**config.mk**
```make
export PLATFORM = sky130hd
export DESIGN_NAME = stack_tracked_flat
export DESIGN_NICKNAME = d
export VERILOG_FILES = /design/src/rtl/stack_tracked_pkg.sv /design/src/rtl/stack_tracked_if.sv /design/src/rtl/stack_depth_track.sv /design/src/rtl/stack_tracked.sv /design/src/flat_wrapper.sv
export SDC_FILE = /design/constraint.sdc
export NUM_CORES = 1
export LEC_CHECK = 0
export ABC_AREA = 0
export BUFFER_PORTS_ARGS = -buffer_cell sky130_fd_sc_hd__clkbuf_2
export CORE_MARGIN = 2
export CORE_UTILIZATION = 60
export CTS_CLUSTER_DIAMETER = 30
export DETAILED_ROUTE_END_ITERATION = 12
export PLACE_DENSITY = 0.8
export REMOVE_ABC_BUFFERS = 1
export SYNTH_ARGS = -nofsm -noshare
export SYNTH_HDL_FRONTEND = slang
export SYNTH_SLANG_ARGS = --single-unit
```
**constraint.sdc**
```tcl
create_clock -name clk -period 26 [get_ports clk]
set_clock_uncertainty 0.05 [all_clocks]
set_input_delay 5.2 -clock clk [delete_from_list [all_inputs] [get_ports clk]]
set_output_delay 5.2 -clock clk [all_outputs]
set_load 0.005 [all_outputs]
```
**src/rtl/stack_tracked_pkg.sv**
```systemverilog
// Shared definitions for the tracked shift-register stack.
// Contents:
//   delta_e      stack-pointer move encodings (DELTA_W = 2) used by the CPU decode
//   FillDefault  default fill word for empty slots and reset contents
//   delta_is_pop helper: true when an encoded delta moves the pointer down
package stack_tracked_pkg;

  // Two's complement encodings of the signed pointer move.
  typedef enum logic [1:0] {
    DeltaNop  = 2'b00,  //  0
    DeltaPush = 2'b01,  // +1
    DeltaPop2 = 2'b10,  // -2
    DeltaPop  = 2'b11   // -1
  } delta_e;

  localparam logic [15:0] FillDefault = 16'h5AA5;

  function automatic logic delta_is_pop(input logic [1:0] delta);
    return delta[1];
  endfunction

endpackage

```
**src/rtl/stack_tracked_if.sv**
```systemverilog
// Operation/status bundle between the CPU decode (master) and the stack (slave).
// Signals:
//   we, delta, wd, clr_err   operation request (master -> slave)
//   rd1, rd2, rd3            top three entries (slave -> master)
//   depth, empty, full       occupancy status (slave -> master)
//   ovf, udf                 sticky misuse flags (slave -> master)
interface stack_tracked_if #(
  parameter int unsigned WIDTH   = 16,
  parameter int unsigned DEPTH   = 16,
  parameter int unsigned DELTA_W = 2
);
  localparam int unsigned DepthW = $clog2(DEPTH + 1);

  logic               we;
  logic [DELTA_W-1:0] delta;
  logic [WIDTH-1:0]   wd;
  logic               clr_err;
  logic [WIDTH-1:0]   rd1;
  logic [WIDTH-1:0]   rd2;
  logic [WIDTH-1:0]   rd3;
  logic [DepthW-1:0]  depth;
  logic               empty;
  logic               full;
  logic               ovf;
  logic               udf;

  modport master (
    output we, delta, wd, clr_err,
    input  rd1, rd2, rd3, depth, empty, full, ovf, udf
  );

  modport slave (
    input  we, delta, wd, clr_err,
    output rd1, rd2, rd3, depth, empty, full, ovf, udf
  );

endinterface

```
**src/rtl/stack_depth_track.sv**
```systemverilog
// Occupancy tracker for the shift-register stack: saturating depth counter,
// full/empty status and sticky overflow/underflow flags. All outputs registered.
// Ports:
//   clk, rst      clock and synchronous active-high reset
//   delta_i       signed pointer move (two's complement)
//   clr_err_i     clear sticky flags (a same-cycle new error keeps the flag set)
//   depth_o       occupancy 0..DEPTH
//   empty_o       depth == 0
//   full_o        depth == DEPTH
//   ovf_o, udf_o  sticky overflow / underflow
module stack_depth_track #(
  parameter int unsigned DEPTH   = 16,
  parameter int unsigned DELTA_W = 2
) (
  input  logic                           clk,
  input  logic                           rst,
  input  logic [DELTA_W-1:0]             delta_i,
  input  logic                           clr_err_i,
  output logic [$clog2(DEPTH+1)-1:0]     depth_o,
  output logic                           empty_o,
  output logic                           full_o,
  output logic                           ovf_o,
  output logic                           udf_o
);

  localparam int unsigned DW = $clog2(DEPTH + 1);
  // Two guard bits: one for the sign, one so depth + max push cannot wrap.
  localparam int unsigned SW = DW + 2;
  localparam logic signed [SW-1:0] DepthMax = SW'(DEPTH);

  logic [DW-1:0] depth_q, depth_d;
  logic          empty_q, empty_d;
  logic          full_q, full_d;
  logic          ovf_q, ovf_d;
  logic          udf_q, udf_d;

  logic signed [SW-1:0] cur_s, dlt_s, nxt_s;
  logic                 ovf_set, udf_set;

  always_comb begin
    cur_s   = signed'({2'b00, depth_q});
    dlt_s   = signed'({{(SW - DELTA_W){delta_i[DELTA_W-1]}}, delta_i});
    nxt_s   = cur_s + dlt_s;
    ovf_set = 1'b0;
    udf_set = 1'b0;
    depth_d = nxt_s[DW-1:0];
    if (nxt_s > DepthMax) begin
      ovf_set = 1'b1;
      depth_d = DW'(DEPTH);
    end else if (nxt_s[SW-1]) begin
      udf_set = 1'b1;
      depth_d = '0;
    end
    empty_d = (depth_d == '0);
    full_d  = (depth_d == DW'(DEPTH));
    // A new error in the clearing cycle wins over the clear.
    ovf_d   = (ovf_q & ~clr_err_i) | ovf_set;
    udf_d   = (udf_q & ~clr_err_i) | udf_set;
  end

  always_ff @(posedge clk) begin
    if (rst) begin
      depth_q <= '0;
      empty_q <= 1'b1;
      full_q  <= 1'b0;
      ovf_q   <= 1'b0;
      udf_q   <= 1'b0;
    end else begin
      depth_q <= depth_d;
      empty_q <= empty_d;
      full_q  <= full_d;
      ovf_q   <= ovf_d;
      udf_q   <= udf_d;
    end
  end

  assign depth_o = depth_q;
  assign empty_o = empty_q;
  assign full_o  = full_q;
  assign ovf_o   = ovf_q;
  assign udf_o   = udf_q;

endmodule

```
**src/rtl/stack_tracked.sv**
```systemverilog
// Parametrised shift-register stack for the J1-style data/return stacks.
// Signed multi-entry pointer move, write-on-top, three read taps, and a live
// occupancy tracker with sticky misuse flags. Every output comes from a register.
// Ports:
//   clk   clock, all state on the rising edge
//   rst   synchronous reset, active high, beats any concurrent operation
//   bus   slave side of stack_tracked_if (op request in, taps and status out)
module stack_tracked
  import stack_tracked_pkg::*;
#(
  parameter int unsigned      WIDTH   = 16,
  parameter int unsigned      DEPTH   = 16,
  parameter int unsigned      DELTA_W = 2,
  parameter logic [WIDTH-1:0] FILL    = WIDTH'(FillDefault)
) (
  input logic            clk,
  input logic            rst,
  stack_tracked_if.slave bus
);

  localparam int unsigned AW = $clog2(DEPTH);

  if (!((2 ** (DELTA_W - 1)) < DEPTH) || (DEPTH < 4)) begin : g_param_check
    $error("stack_tracked: need DEPTH >= 4 and 2**(DELTA_W-1) < DEPTH");
  end

  logic [WIDTH-1:0] mem_q [DEPTH];
  logic [WIDTH-1:0] mem_d [DEPTH];
  int               d_int;

  assign d_int = int'($signed(bus.delta));

  for (genvar i = 0; i < DEPTH; i++) begin : g_entry
    logic [WIDTH-1:0] shift_val;
    int               src;

    always_comb begin
      src       = i - d_int;
      shift_val = mem_q[i];
      if (d_int > 0) begin
        // Slots freed at the top duplicate the old top; bottom entries fall off.
        shift_val = (src >= 0) ? mem_q[src[AW-1:0]] : mem_q[0];
      end else if (d_int < 0) begin
        shift_val = (src < int'(DEPTH)) ? mem_q[src[AW-1:0]] : FILL;
      end
    end

    if (i == 0) begin : g_top
      assign mem_d[i] = bus.we ? bus.wd : shift_val;
    end else begin : g_rest
      assign mem_d[i] = shift_val;
    end

    always_ff @(posedge clk) begin
      if (rst) begin
        mem_q[i] <= FILL;
      end else begin
        mem_q[i] <= mem_d[i];
      end
    end
  end

  assign bus.rd1 = mem_q[0];
  assign bus.rd2 = mem_q[1];
  assign bus.rd3 = mem_q[2];

  stack_depth_track #(
    .DEPTH   (DEPTH),
    .DELTA_W (DELTA_W)
  ) u_depth (
    .clk       (clk),
    .rst       (rst),
    .delta_i   (bus.delta),
    .clr_err_i (bus.clr_err),
    .depth_o   (bus.depth),
    .empty_o   (bus.empty),
    .full_o    (bus.full),
    .ovf_o     (bus.ovf),
    .udf_o     (bus.udf)
  );

endmodule

```
**src/flat_wrapper.sv**
```systemverilog
// flat-port wrapper written by rule: the top's interface ports become plain ports
module stack_tracked_flat import stack_tracked_pkg::*;
#(
  parameter int unsigned      WIDTH   = 16,
  parameter int unsigned      DEPTH   = 16,
  parameter int unsigned      DELTA_W = 2,
  parameter logic [WIDTH-1:0] FILL    = WIDTH'(FillDefault)
)
  (clk, rst, bus_we, bus_delta, bus_wd, bus_clr_err, bus_rd1, bus_rd2, bus_rd3, bus_depth, bus_empty, bus_full, bus_ovf, bus_udf);
  stack_tracked_if #(.WIDTH(WIDTH), .DEPTH(DEPTH), .DELTA_W(DELTA_W)) bus_i ();
  input logic clk;
  input logic rst;
  input wire logic [$bits(bus_i.we)-1:0] bus_we;
  input wire logic [$bits(bus_i.delta)-1:0] bus_delta;
  input wire logic [$bits(bus_i.wd)-1:0] bus_wd;
  input wire logic [$bits(bus_i.clr_err)-1:0] bus_clr_err;
  output wire logic [$bits(bus_i.rd1)-1:0] bus_rd1;
  output wire logic [$bits(bus_i.rd2)-1:0] bus_rd2;
  output wire logic [$bits(bus_i.rd3)-1:0] bus_rd3;
  output wire logic [$bits(bus_i.depth)-1:0] bus_depth;
  output wire logic [$bits(bus_i.empty)-1:0] bus_empty;
  output wire logic [$bits(bus_i.full)-1:0] bus_full;
  output wire logic [$bits(bus_i.ovf)-1:0] bus_ovf;
  output wire logic [$bits(bus_i.udf)-1:0] bus_udf;
  assign bus_i.we = bus_we;
  assign bus_i.delta = bus_delta;
  assign bus_i.wd = bus_wd;
  assign bus_i.clr_err = bus_clr_err;
  assign bus_rd1 = bus_i.rd1;
  assign bus_rd2 = bus_i.rd2;
  assign bus_rd3 = bus_i.rd3;
  assign bus_depth = bus_i.depth;
  assign bus_empty = bus_i.empty;
  assign bus_full = bus_i.full;
  assign bus_ovf = bus_i.ovf;
  assign bus_udf = bus_i.udf;
  stack_tracked #(.WIDTH(WIDTH), .DEPTH(DEPTH), .DELTA_W(DELTA_W), .FILL(FILL)) u_core (.clk(clk), .rst(rst), .bus(bus_i));
endmodule
```
# Word-level counts from Yosys, hierarchy flattened
# Memory sizes are Yosys's and may differ from the RTL's.
# Index checks and enable logic that the tools add are counted.
# op_classes
addsub	17
order_cmp	35
eq_ne	2
mux	89
bitwise	21
reduce_logical	2
# op_table
cell	n
16-bit 2-to-1 mux	81
32-bit by 1-bit >= comparator with 1-bit output (second input constant)	16
32-bit by 6-bit less-than comparator with 1-bit output (second input constant)	16
5-bit by 2-bit subtractor with 6-bit output (first input constant)	8
4-bit by 2-bit subtractor with 5-bit output (first input constant)	4
1-bit bitwise OR	18
5-bit 2-to-1 mux	2
3-bit by 2-bit subtractor with 4-bit output (first input constant)	2
6-bit by 2-bit adder with 7-bit output	1
7-bit by 6-bit > comparator with 1-bit output (second input constant)	1
1-bit 2-to-1 mux	6
5-bit == test (second input constant)	1
5-bit logical NOT	1
1-bit by 2-bit subtractor with 3-bit output (first input constant)	1
2-bit by 2-bit subtractor with 3-bit output (first input constant)	1
1-bit bitwise AND	2
2-bit by 1-bit > comparator with 1-bit output (second input constant)	1
2-bit by 1-bit less-than comparator with 1-bit output (second input constant)	1
2-bit inequality test (second input constant)	1
2-bit AND reduction	1
1-bit inverter	1
# word_totals
reg_bits	9
ramBits	256
output_inout_bits	57
n_memories	1
# memory_table
name	depth	word_bits	rd	rd_clocked_by_memory_dff	wr	line_no	source
u_core.mem_q	16	16	19	0	16	stack_tracked.sv:27	logic [WIDTH-1:0] mem_q [DEPTH];

# Logic depth before layout (Yosys ltp)
# depth
ltp_word	7
depth_mapped	17

# Cells and area by module
# A second synthesis with hierarchy kept.
# unflattened
hier_cells	1317
hier_area_um2	17944.7
# by_module_without_submodules
mod	instances	cells_each	area_each_um2	seq_area_each_um2
stack_tracked	1	1254	17355.4	7206.9
stack_depth_track	1	63	589.3	180.2

# Worst setup path after synthesis
# No wires, ideal clock.
# synth_timing
path_type	input -> register
start	input port bus_delta[0]
end	memory u_core.mem_q[10][0] (enable)
arrival_time_ns	11.669
slack_ns	13.675
cell_stages	11
n_path_buf	8
path_cell_list	buf_4 > buf_6 > buf_6 > buf_6 > buf_2 > buf_2 > inv_1 > ha_1 > clkbuf_1 > clkbuf_1 > nand2b_1
# synth_lines
item	line_no	source
start: declaration	flat_wrapper.sv:14	input wire logic [$bits(bus_i.delta)-1:0] bus_delta;
end: declaration	stack_tracked.sv:27	

==> results.sh <==
export IMPL_synth_top_flop_cell="edfxtp_1"
export IMPL_synth_async_sr_flop_share_pct=0
export IMPL_pre_cts_ws_ps=16510
export IMPL_finalMaxSlewViolations=0
export IMPL_clock_sinks=265
export IMPL_dp_cells=1697
export IMPL_status="completed"
export IMPL_start_kind="primary input"
export IMPL_ys_types=48
export IMPL_period_minus_slack_ps=8913
export IMPL_path_max_fanout=56
export IMPL_antenna_found_initial=0
export IMPL_synth_seq_area_share_pct=41.62
export IMPL_ys_ff_latch=265
export IMPL_diodes=0
export IMPL_clock_path_buffers=3
export IMPL_track_usage_pct=29.18
export IMPL_fin_tns_setup_ps=0
export IMPL_tightestPinTransition_ps=1274
export IMPL_critical_path_max_stage_delay_ps=760
export IMPL_final_common_cell="mux4_2"
export IMPL_overflow=0
export IMPL_grt_pass1_wl_um=70810
export IMPL_reg2regPathDepth=8
export IMPL_synth_fa_ha_area_share_pct=0.8883
export IMPL_portBuffers=78
export IMPL_syn2layout_area_growth_pct=14.48
export IMPL_yosysWarnings=0
export IMPL_dieArea_um2=30970
export IMPL_syn_inst=1340
export IMPL_clk_pin_slew_ps=50
export IMPL_initial_core_util_pct=61.33
export IMPL_final_cell_count_no_fill=1816
export IMPL_synth_top_family_by_area="multiplexers"
export IMPL_nets=1416
export IMPL_drive_gt1_share_pct=33.66
export IMPL_leakage_nw=6.778
export IMPL_drcViolationCount=0
export IMPL_avgSynthCellArea_um2=13.24
export IMPL_vdd_drop_max_mv=0.05475
export IMPL_fmax_mhz=112.2
export IMPL_synthMuxAreaShare_pct=35.93
export IMPL_placedInstanceArea_um2=18200
export IMPL_clkLatencyLatePin_ps=550
export IMPL_fin_ws_ps=17090
export IMPL_num_rows=62
export IMPL_vias=12713
export IMPL_cp_arrival_ps=9160
export IMPL_fillers=1854
export IMPL_power_density_nw_per_um2=71.87
export IMPL_synth_edf_count=208
export IMPL_die_h_um=176.0
export IMPL_post_drt_via_cell_ratio=7.001
export IMPL_tritoncts="done"
export IMPL_layout_common_cells="mux4_2, edfxtp_1, nand2_1"
export IMPL_cts_setup_buffers=0
export IMPL_cts_made_buffers=67
export IMPL_finalSetupViolations=0
export IMPL_post_drt_wl_per_cell_um=24.13
export IMPL_grt_max_degree=89
export IMPL_pin_count=79
export IMPL_clockRootBuffer="clkbuf_16"
export IMPL_critPathRequiredTime_ps=26240
export IMPL_grt_pass1_vias=12806
export IMPL_synth_cell_area_um2=17750
export IMPL_die_w_um=176.0
export IMPL_drt_initial_drc_count=1886
export IMPL_holdBufCountCts=0
export IMPL_drtAntennaViolNets=0
export IMPL_rsz0062_at_grt="no"
export IMPL_synth_compound_area_share_pct=6.261
export IMPL_holdPathStages=2
export IMPL_path_class="in -> reg"
export IMPL_dp_hpwl_um=23840
export IMPL_slowest_stage="ha_4"
export IMPL_yosys_area_share_simple_pct=11.17
export IMPL_wl_um=43810
export IMPL_finalInstanceArea_um2=20320
export IMPL_slew_limit_headroom_pct=15.04
export IMPL_cp_end_kind="register"
export IMPL_maxCapViolations=0
export IMPL_place_congestion=0.8064
export IMPL_hold_violations=0
export IMPL_hp_class="reg -> reg"
export IMPL_cts_resized=0
export IMPL_core_area_um2=28940
export IMPL_dr_pass1_iters=6
export IMPL_period_share_pct=34.28
export IMPL_cts_max_level=3
export IMPL_synth_xor_area_share_pct=0.1481
export IMPL_power_mw=1.460
export IMPL_crit_path_cell_trace="buf_6 -> inv_2 -> ha_4 -> buf_4 -> buf_4 -> mux4_2 -> mux4_2 -> and2_1"
-- report_power, final --
| part | leakage [nW] | total (mW) | internal [mW] | switching (mW) |
|---|---|---|---|---|
| Combinational | 3.27 | 0.170 | 0.0807 | 0.0897 |
| Sequential | 2.48 | 0.504 | 0.481 | 0.0228 |
| Clock | 1.02 | 0.786 | 0.523 | 0.262 |
| Total | 6.78 | 1.46 | 1.09 | 0.375 |
-- state kept, by name, summed over array words and instances, names as in the netlist --
register / count
u_core.mem_q: 256
u_core.u_depth.depth_o: 5
u_core.u_depth.empty_o: 1
u_core.u_depth.full_o: 1
u_core.u_depth.ovf_o: 1
u_core.u_depth.udf_o: 1
-- cell type report --
type | instances | area (um^2) | share of cell area, %
multi-input cells | 930 | 9693 | 47.71
flip-flops and latches | 265 | 7387 | 36.36
clock buffers | 79 | 1764 | 8.683
repair buffers | 99 | 564.3 | 2.777
well taps | 384 | 480.5 | 2.365
clock inverters | 40 | 356.6 | 1.755
inverters | 19 | 71.32 | 0.3510
-- per-layer routing --
| metal | GRT usage [%] | vias up | routed length [um] |
|---|---|---|---|
| li1 | - | 5359 | - |
| met1 | 40.17 | 6429 | 16590 |
| met2 | 46.19 | 795 | 21350 |
| met3 | 6.718 | 130 | 4537 |
| met4 | 10.64 | 0 | 1333 |
| met5 | 0 | - | 0 |
-- cell families (layout without fill, tap and decap cells) --
| family | after synthesis | count (layout) |
|---|---|---|
| and+or+nand+nor | 399 | 399 |
| DFF | 265 | 265 |
| muxes | 344 | 344 |
| buffers and inverters | 145 | 237 |
| adders and majority gates | 12 | 12 |
| AOI/OAI and AO/OA | 172 | 172 |
| xor gates and xnor gates | 3 | 3 |
-- final timing paths --
kind	startpoint	end	slack, ps
max	bus_delta[1]	u_core.mem_q[6][3]$_SDFFCE_PN0P_	17090
min reg2reg	u_core.u_depth.ovf_o$_SDFF_PP0_	u_core.u_depth.ovf_o$_SDFF_PP0_	440
max reg2reg	u_core.u_depth.depth_o[0]$_SDFF_PP0_	u_core.u_depth.depth_o[2]$_SDFF_PP0_	23190
min	u_core.u_depth.ovf_o$_SDFF_PP0_	u_core.u_depth.ovf_o$_SDFF_PP0_	440
-- stage by stage --
step | hold slack [ps] | util, %
CTS | 439.1 | 70.22
floorplan | 416.9 | -
detailed placement | 418.2 | 62.89
global placement | 410.7 | 62.89
finish | 441.5 | 70.22
global route | 455.8 | 70.22
-- cell usage after synthesis (2+ instances only) --
master | number | share of area (%)
mux4_2 | 231 | 29
edfxtp_1 | 208 | 35
nand2_1 | 132 | 2.8
nand2b_1 | 111 | 3.9
mux2i_1 | 79 | 4.5
a21oi_1 | 64 | 1.8
nor2_1 | 63 | 1.3
clkbuf_1 | 57 | 1.2
dfxtp_1 | 57 | 6.4
and2_1 | 41 | 1.4
mux2_2 | 34 | 2.2
buf_2 | 28 | 0.79
a211oi_1 | 27 | 1.1
nand3_1 | 26 | 0.73
o21ai_0 | 26 | 0.73
buf_4 | 22 | 0.93
inv_1 | 17 | 0.36
nor2b_1 | 17 | 0.60
buf_1 | 13 | 0.27
ha_1 | 11 | 0.78
a211o_1 | 9 | 0.44
a311oi_1 | 8 | 0.39
o211a_1 | 8 | 0.45
o21ai_1 | 8 | 0.23
o22a_1 | 8 | 0.39
buf_6 | 6 | 0.38
a21o_1 | 3 | 0.13
xnor2_1 | 3 | 0.15
nand3b_1 | 2 | 0.085
o22ai_1 | 2 | 0.070
or2_2 | 2 | 0.070
-- critical path, delay by kind of cell --
| family | cells | cell delay (ps) |
|---|---|---|
| adder cells (fa/ha/maj) | 1 | 760 |
| buffers and inverters | 4 | 1880 |
| multiplexers | 2 | 1070 |
| AND/OR/NAND/NOR | 1 | 160 |
No activity file was read; power rests on OpenSTA's default activity.
